[src/rtl/ctx_switch_ctrl_if.sv]
// Command and MMU-control bundle for ctx_switch_ctrl.
// master = CPU control path side, slave = the sequencer.
interface ctx_switch_ctrl_if #(
    parameter int unsigned PID_W = 4
);
    logic             cmd_valid;
    logic             cmd_ready;
    logic [1:0]       cmd_op;
    logic [PID_W-1:0] cmd_pid;
    logic [31:0]      cmd_base;
    logic             mmu_we_sel;
    logic [31:0]      mmu_sel;
    logic             mmu_we_addr;
    logic [31:0]      mmu_offset;
    logic             mmu_user_mode;
    logic             mmu_kernel_mode;
    logic [PID_W-1:0] cur_pid;
    logic             user_active;
    logic             busy;
    logic             err;

    modport master (
        output cmd_valid, cmd_op, cmd_pid, cmd_base,
        input  cmd_ready, mmu_we_sel, mmu_sel, mmu_we_addr, mmu_offset,
        input  mmu_user_mode, mmu_kernel_mode, cur_pid, user_active, busy, err
    );

    modport slave (
        input  cmd_valid, cmd_op, cmd_pid, cmd_base,
        output cmd_ready, mmu_we_sel, mmu_sel, mmu_we_addr, mmu_offset,
        output mmu_user_mode, mmu_kernel_mode, cur_pid, user_active, busy, err
    );
endinterface

[src/rtl/ctx_switch_ctrl.sv]
// Context-switch sequencer driving the I-side MMU selector/offset/mode strobes.
// Optional CTX_SHADOW_CHECK_EN: reject ENTER_USER to a slot never given a base.
module ctx_switch_ctrl #(
    parameter int unsigned NPROC = 11,
    parameter int unsigned PID_W = 4
) (
    input logic                clk,
    input logic                reset,
    ctx_switch_ctrl_if.slave   bus_io
);
    localparam logic [1:0] OpSetBase     = 2'b00;
    localparam logic [1:0] OpEnterUser   = 2'b01;
    localparam logic [1:0] OpEnterKernel = 2'b10;

    typedef enum logic [2:0] {
        StRstKern, StIdle, StSel, StOfs, StMode, StSettle
    } state_e;

    state_e           state_q;
    logic [1:0]       op_q;
    logic [PID_W-1:0] pid_q;
    logic [31:0]      base_q;
    logic             we_sel_q;
    logic             we_addr_q;
    logic             user_mode_q;
    logic             kernel_mode_q;
    logic [PID_W-1:0] sel_q;
    logic [31:0]      offset_q;
    logic [PID_W-1:0] cur_pid_q;
    logic             user_q;
    logic             err_q;
    logic             cmd_bad;

`ifdef CTX_SHADOW_CHECK_EN
    logic [NPROC-1:0] valid_q;
`endif

    always_comb begin
        cmd_bad = 1'b0;
        if (bus_io.cmd_op == 2'b11) begin
            cmd_bad = 1'b1;
        end else if (bus_io.cmd_op != OpEnterKernel && 32'(bus_io.cmd_pid) >= NPROC) begin
            cmd_bad = 1'b1;
        end
`ifdef CTX_SHADOW_CHECK_EN
        else if (bus_io.cmd_op == OpEnterUser && !valid_q[bus_io.cmd_pid]) begin
            cmd_bad = 1'b1;
        end
`endif
    end

    always_ff @(posedge clk) begin
        if (reset) begin
            state_q       <= StRstKern;
            op_q          <= 2'b00;
            pid_q         <= '0;
            base_q        <= '0;
            we_sel_q      <= 1'b0;
            we_addr_q     <= 1'b0;
            user_mode_q   <= 1'b0;
            kernel_mode_q <= 1'b0;
            sel_q         <= '0;
            offset_q      <= '0;
            cur_pid_q     <= '0;
            user_q        <= 1'b0;
            err_q         <= 1'b0;
`ifdef CTX_SHADOW_CHECK_EN
            valid_q       <= '0;
`endif
        end else begin
            we_sel_q      <= 1'b0;
            we_addr_q     <= 1'b0;
            user_mode_q   <= 1'b0;
            kernel_mode_q <= 1'b0;
            err_q         <= 1'b0;
            case (state_q)
                // MMU mode register has no reset: hold off ready until the kernel pulse is out
                StRstKern: begin
                    if (!kernel_mode_q) kernel_mode_q <= 1'b1;
                    else                state_q       <= StIdle;
                end
                StIdle: begin
                    if (bus_io.cmd_valid) begin
                        if (cmd_bad) begin
                            err_q <= 1'b1;
                        end else begin
                            op_q   <= bus_io.cmd_op;
                            pid_q  <= bus_io.cmd_pid;
                            base_q <= bus_io.cmd_base;
                            if (bus_io.cmd_op == OpEnterKernel) begin
                                kernel_mode_q <= 1'b1;
                                state_q       <= StMode;
                            end else begin
                                we_sel_q <= 1'b1;
                                sel_q    <= bus_io.cmd_pid;
                                state_q  <= StSel;
                            end
                        end
                    end
                end
                StSel: begin
                    if (op_q == OpSetBase) begin
                        we_addr_q <= 1'b1;
                        offset_q  <= base_q;
                        state_q   <= StOfs;
                    end else begin
                        user_mode_q <= 1'b1;
                        state_q     <= StMode;
                    end
                end
                StOfs: begin
`ifdef CTX_SHADOW_CHECK_EN
                    valid_q[pid_q] <= 1'b1;
`endif
                    state_q <= StIdle;
                end
                StMode: begin
                    if (op_q == OpEnterUser) begin
                        cur_pid_q <= pid_q;
                        user_q    <= 1'b1;
                    end else begin
                        cur_pid_q <= '0;
                        user_q    <= 1'b0;
                    end
                    state_q <= StSettle;
                end
                StSettle: state_q <= StIdle;
                default:  state_q <= StRstKern;
            endcase
        end
    end

    assign bus_io.cmd_ready       = (state_q == StIdle);
    assign bus_io.busy            = (state_q != StIdle);
    assign bus_io.mmu_we_sel      = we_sel_q;
    assign bus_io.mmu_sel         = {{(32 - PID_W){1'b0}}, sel_q};
    assign bus_io.mmu_we_addr     = we_addr_q;
    assign bus_io.mmu_offset      = offset_q;
    assign bus_io.mmu_user_mode   = user_mode_q;
    assign bus_io.mmu_kernel_mode = kernel_mode_q;
    assign bus_io.cur_pid         = cur_pid_q;
    assign bus_io.user_active     = user_q;
    assign bus_io.err             = err_q;
endmodule

[src/flat_wrapper.sv]
// flat-port wrapper written by rule: the top's interface ports become plain ports
module ctx_switch_ctrl_flat 
#(
    parameter int unsigned NPROC = 11,
    parameter int unsigned PID_W = 4
)
  (clk, reset, bus_io_cmd_valid, bus_io_cmd_op, bus_io_cmd_pid, bus_io_cmd_base, bus_io_cmd_ready, bus_io_mmu_we_sel, bus_io_mmu_sel, bus_io_mmu_we_addr, bus_io_mmu_offset, bus_io_mmu_user_mode, bus_io_mmu_kernel_mode, bus_io_cur_pid, bus_io_user_active, bus_io_busy, bus_io_err);
  ctx_switch_ctrl_if #(.PID_W(PID_W)) bus_io_i ();
  input logic clk;
  input logic reset;
  input wire logic [$bits(bus_io_i.cmd_valid)-1:0] bus_io_cmd_valid;
  input wire logic [$bits(bus_io_i.cmd_op)-1:0] bus_io_cmd_op;
  input wire logic [$bits(bus_io_i.cmd_pid)-1:0] bus_io_cmd_pid;
  input wire logic [$bits(bus_io_i.cmd_base)-1:0] bus_io_cmd_base;
  output wire logic [$bits(bus_io_i.cmd_ready)-1:0] bus_io_cmd_ready;
  output wire logic [$bits(bus_io_i.mmu_we_sel)-1:0] bus_io_mmu_we_sel;
  output wire logic [$bits(bus_io_i.mmu_sel)-1:0] bus_io_mmu_sel;
  output wire logic [$bits(bus_io_i.mmu_we_addr)-1:0] bus_io_mmu_we_addr;
  output wire logic [$bits(bus_io_i.mmu_offset)-1:0] bus_io_mmu_offset;
  output wire logic [$bits(bus_io_i.mmu_user_mode)-1:0] bus_io_mmu_user_mode;
  output wire logic [$bits(bus_io_i.mmu_kernel_mode)-1:0] bus_io_mmu_kernel_mode;
  output wire logic [$bits(bus_io_i.cur_pid)-1:0] bus_io_cur_pid;
  output wire logic [$bits(bus_io_i.user_active)-1:0] bus_io_user_active;
  output wire logic [$bits(bus_io_i.busy)-1:0] bus_io_busy;
  output wire logic [$bits(bus_io_i.err)-1:0] bus_io_err;
  assign bus_io_i.cmd_valid = bus_io_cmd_valid;
  assign bus_io_i.cmd_op = bus_io_cmd_op;
  assign bus_io_i.cmd_pid = bus_io_cmd_pid;
  assign bus_io_i.cmd_base = bus_io_cmd_base;
  assign bus_io_cmd_ready = bus_io_i.cmd_ready;
  assign bus_io_mmu_we_sel = bus_io_i.mmu_we_sel;
  assign bus_io_mmu_sel = bus_io_i.mmu_sel;
  assign bus_io_mmu_we_addr = bus_io_i.mmu_we_addr;
  assign bus_io_mmu_offset = bus_io_i.mmu_offset;
  assign bus_io_mmu_user_mode = bus_io_i.mmu_user_mode;
  assign bus_io_mmu_kernel_mode = bus_io_i.mmu_kernel_mode;
  assign bus_io_cur_pid = bus_io_i.cur_pid;
  assign bus_io_user_active = bus_io_i.user_active;
  assign bus_io_busy = bus_io_i.busy;
  assign bus_io_err = bus_io_i.err;
  ctx_switch_ctrl #(.NPROC(NPROC), .PID_W(PID_W)) u_core (.clk(clk), .reset(reset), .bus_io(bus_io_i));
endmodule
[config.mk]
export PLATFORM = sky130hd
export DESIGN_NAME = ctx_switch_ctrl_flat
export DESIGN_NICKNAME = d
export VERILOG_FILES = /design/src/rtl/ctx_switch_ctrl_if.sv /design/src/rtl/ctx_switch_ctrl.sv /design/src/flat_wrapper.sv
export SDC_FILE = /design/constraint.sdc
export NUM_CORES = 1
export LEC_CHECK = 0
export CAP_MARGIN = 20
export CORE_ASPECT_RATIO = 1.4
export CORE_UTILIZATION = 35
export DETAILED_ROUTE_END_ITERATION = 7
export GPL_ROUTABILITY_DRIVEN = 1
export GPL_TIMING_DRIVEN = 0
export PLACE_DENSITY = 0.65
export SYNTH_ARGS = -nofsm -noshare
export SYNTH_HDL_FRONTEND = slang
export SYNTH_SLANG_ARGS = --single-unit
[constraint.sdc]
create_clock -name clk -period 1.24 [get_ports clk]
set_input_delay 0.248 -clock clk [delete_from_list [all_inputs] [get_ports clk]]
set_output_delay 0.248 -clock clk [all_outputs]
set_load 0.01 [all_outputs]
==> results.ini <==
[finish]
multi_input_area_um2 = 2310
syn_to_final_growth_pct = 76.9
antennaDiodeCount = 0
drive_above_1_share_pct = 47.9
nets = 635
seq_area_um2 = 1750
num-fill-cells = 817
fin_cells = 737

[timing]
tns_ps = -13580
rsz0062_at_grt = true
slew_violations = 0
hold_viol_final = 0
min_period_over_period_pct = 123
max_freq_ghz = 0.658
skew_ps = 9.18
layout_setup_ws_ps = -280
setup_viol = 81
post-route-min-period_ps = 1520

[route]
post-route-drc-count = 0
wl_per_cell_um = 16.1
routed_wl_um = 11900
vias = 3598
avgViaCountPerCell = 4.88
first_pass_iters = 4
drt_iter0_markers = 153
ant_nets = 0

[cts]
cts-root-buf = clkbuf_16
cts_max_level = 3
cts_buffers = 9
max-clock-path-buffers = 2
hold_buffers = 0
cts_tree = yes
insertion_delay_ps = 340
cts_num_sinks = 87
clk_pin_slew_ps = 60

[worst_setup_path]
crit_fanout = 7
crit_type = reg2reg
cp_slowest_cell = dfxtp_2
regToRegSetupSlack_ps = -280
critPathLaunchType = flip-flop
worstPathArrival_ps = 1780
cp_common_cell = buf_12
endpoint_kind = flip-flop
slowest_delay_ps = 330
path_cells = buf_6 -> nor2_4 -> and3_4 -> buf_12 -> buf_12 -> buf_8 -> a21bo_4 -> a21oi_2
crit_required_ps = 1500
worst_r2r_path_depth = 8
crit_buf_inv = 4
rr_startpoint = u_core.state_q[2]
regToRegEndpoint = u_core.base_q[12]
cp_top_family = buffers and inverters

[global_routing]
grt_usage_pct = 21.0
grt_max_degree = 15
overflow = 0
grt_pass1_vias = 3447
grt_pass1_wl_um = 17300
grt_antenna_before_repair = 0

[die]
coreArea_um2 = 10300
start_util_pct = 36.0
die_h_um = 124
dieWidth_um = 89.2
std_cell_rows = 44
die_area_um2 = 11100
num_io_pins = 117

[yosys]
synth_edf_count = 0
ys_ff_latch = 87
synth_cell_type_count = 32
synth.top_cell.area_share_pct = 46.8
yosysWarningCount = 0
yosysTopAreaCell = dfxtp_1
synth.avg_cell_area_um2 = 8.76
syn_inst = 425
seq_area_frac_synth_pct = 46.8
synthTopCellsByCount = 87 x dfxtp_1, 78 x a21oi_1, 75 x nand2_1
async_flop_share_pct = 0
synth_area_um2 = 3720
synth_area_leaders = dfxtp_1 47%, a21oi_1 10%, a21bo_2 8.9%
synth_ff_type = dfxtp_1
yosysMostFrequentCell = dfxtp_1

[place]
dpl.cell_count = 678
portBuffers = 88
gp_congestion = 0.756
hpwl_um = 7040

[status]
status = finished with violations
violations = negative setup slack

[job]
drv_cap = 0

[hold_path]
whs_endpoint = u_core.pid_q[0]
hp-start = bus_io_cmd_pid[0]
hold_class = in2reg
holdPathStages = 3

[pwr]
leakage_uw = 0.00280
ir_worst_vdd_mv = 0.798
power_density_nw_per_um2 = 1230

## worst max-delay path by stage
| stage | from | cells past startpoint | endpoint |
|---|---|---|---|
| 3_3_place_gp | bus_io_cmd_pid[3] | 6 | u_core.base_q[14] |
| 4_1_cts | u_core.state_q[1] | 8 | u_core.base_q[15] |
| 6_report | u_core.state_q[2] | 8 | u_core.base_q[12] |
| 2_1_floorplan | u_core.state_q[2] | 5 | u_core.sel_q[0] |
| 5_1_grt | u_core.state_q[2] | 8 | u_core.base_q[12] |
| 3_5_place_dp | bus_io_cmd_pid[3] | 6 | u_core.base_q[19] |
## power breakdown
part	internal (µW)	switching, µW	total [µW]
Combinational	1120	932	2050
Sequential	2900	77.8	2970
Clock	1970	1130	3090
Total	5980	2140	8120
## cell families after synthesis
logic type / Yosys count / synth area share, %
other: 1 / 0.101
buffers and inverters: 65 / 11.9
and+or+nand+nor: 145 / 17.7
DFF: 87 / 46.8
muxes: 4 / 1.07
AOI/OAI and AO/OA: 123 / 22.5
## state kept, by name, indices dropped and copies added (netlist names)
name,count
u_core.pid_q,4
u_core.base_q,32
u_core.bus_io.mmu_user_mode,1
u_core.sel_q,4
u_core.bus_io.mmu_kernel_mode,1
u_core.bus_io.mmu_we_addr,1
u_core.op_q,2
u_core.bus_io.err,1
u_core.bus_io.mmu_offset,32
u_core.bus_io.cur_pid,4
u_core.bus_io.user_active,1
u_core.state_q,3
u_core.bus_io.mmu_we_sel,1
## per-stage QoR
| stage | util (%) | area (µm²) | worst slack [ps] | power, µW | hold WS (ps) |
|---|---|---|---|---|---|
| global route | 63.7 | 6590 | -303 | 8360 | 293 |
| global placement | 47.3 | 4890 | -842 | 4070 | 436 |
| CTS | 59.7 | 6180 | -222 | 7850 | 295 |
| floorplan | - | 3840 | -74.4 | 3700 | 328 |
| detailed placement | 47.3 | 4890 | -872 | 4080 | 440 |
| finish | 63.7 | 6590 | -280 | 8120 | 290 |
## cell type report
cell class / instances / share of cell area, %
sequential: 87 / 26.5
timing repair buffer: 132 / 21.2
clock inverter: 6 / 1.65
tap: 138 / 2.62
clock buffer: 10 / 3.48
inverter: 2 / 0.152
multi-input combinational: 300 / 35.0
buffer: 62 / 9.34
## metal layers
metal / track usage, % / up-vias / wire length (µm) / share of wire [%]
li1: - / 1730 / - / -
met1: 23.0 / 1732 / 4570 / 38
met2: 39.2 / 105 / 6500 / 55
met3: 3.64 / 31 / 434 / 3.7
met4: 8.63 / 0 / 377 / 3.2
met5: 0 / - / 0 / 0
## worst reg2reg max path, stage by stage (launching register included)
cell	delay (ps)
dfxtp_2	330
buf_6	120
nor2_4	40
and3_4	200
buf_12	150
buf_12	130
buf_8	120
a21bo_4	210
a21oi_2	150
## cells in the final DEF (no fill, tap or decap), drive strengths merged, types with 21 or more instances in the layout
master	netlist	final
buf	52	97
nand2	75	75
nand3	42	42
a21oi	78	78
conb	1	28
clkdlybuf4s50	0	33
a21bo	36	36
dfxtp	87	87
dlygate4sd2	0	44
clkbuf	11	21
## repair_timing
item | 4_1_cts | 5_1_grt
gates resized for setup | 218 | 119
cloned | 13 | 0
endpoints found under the setup margin | 134 | 93
pin swaps | 70 | 54
buffers inserted | 29 | 6
Power figures use the tool's default switching activity.
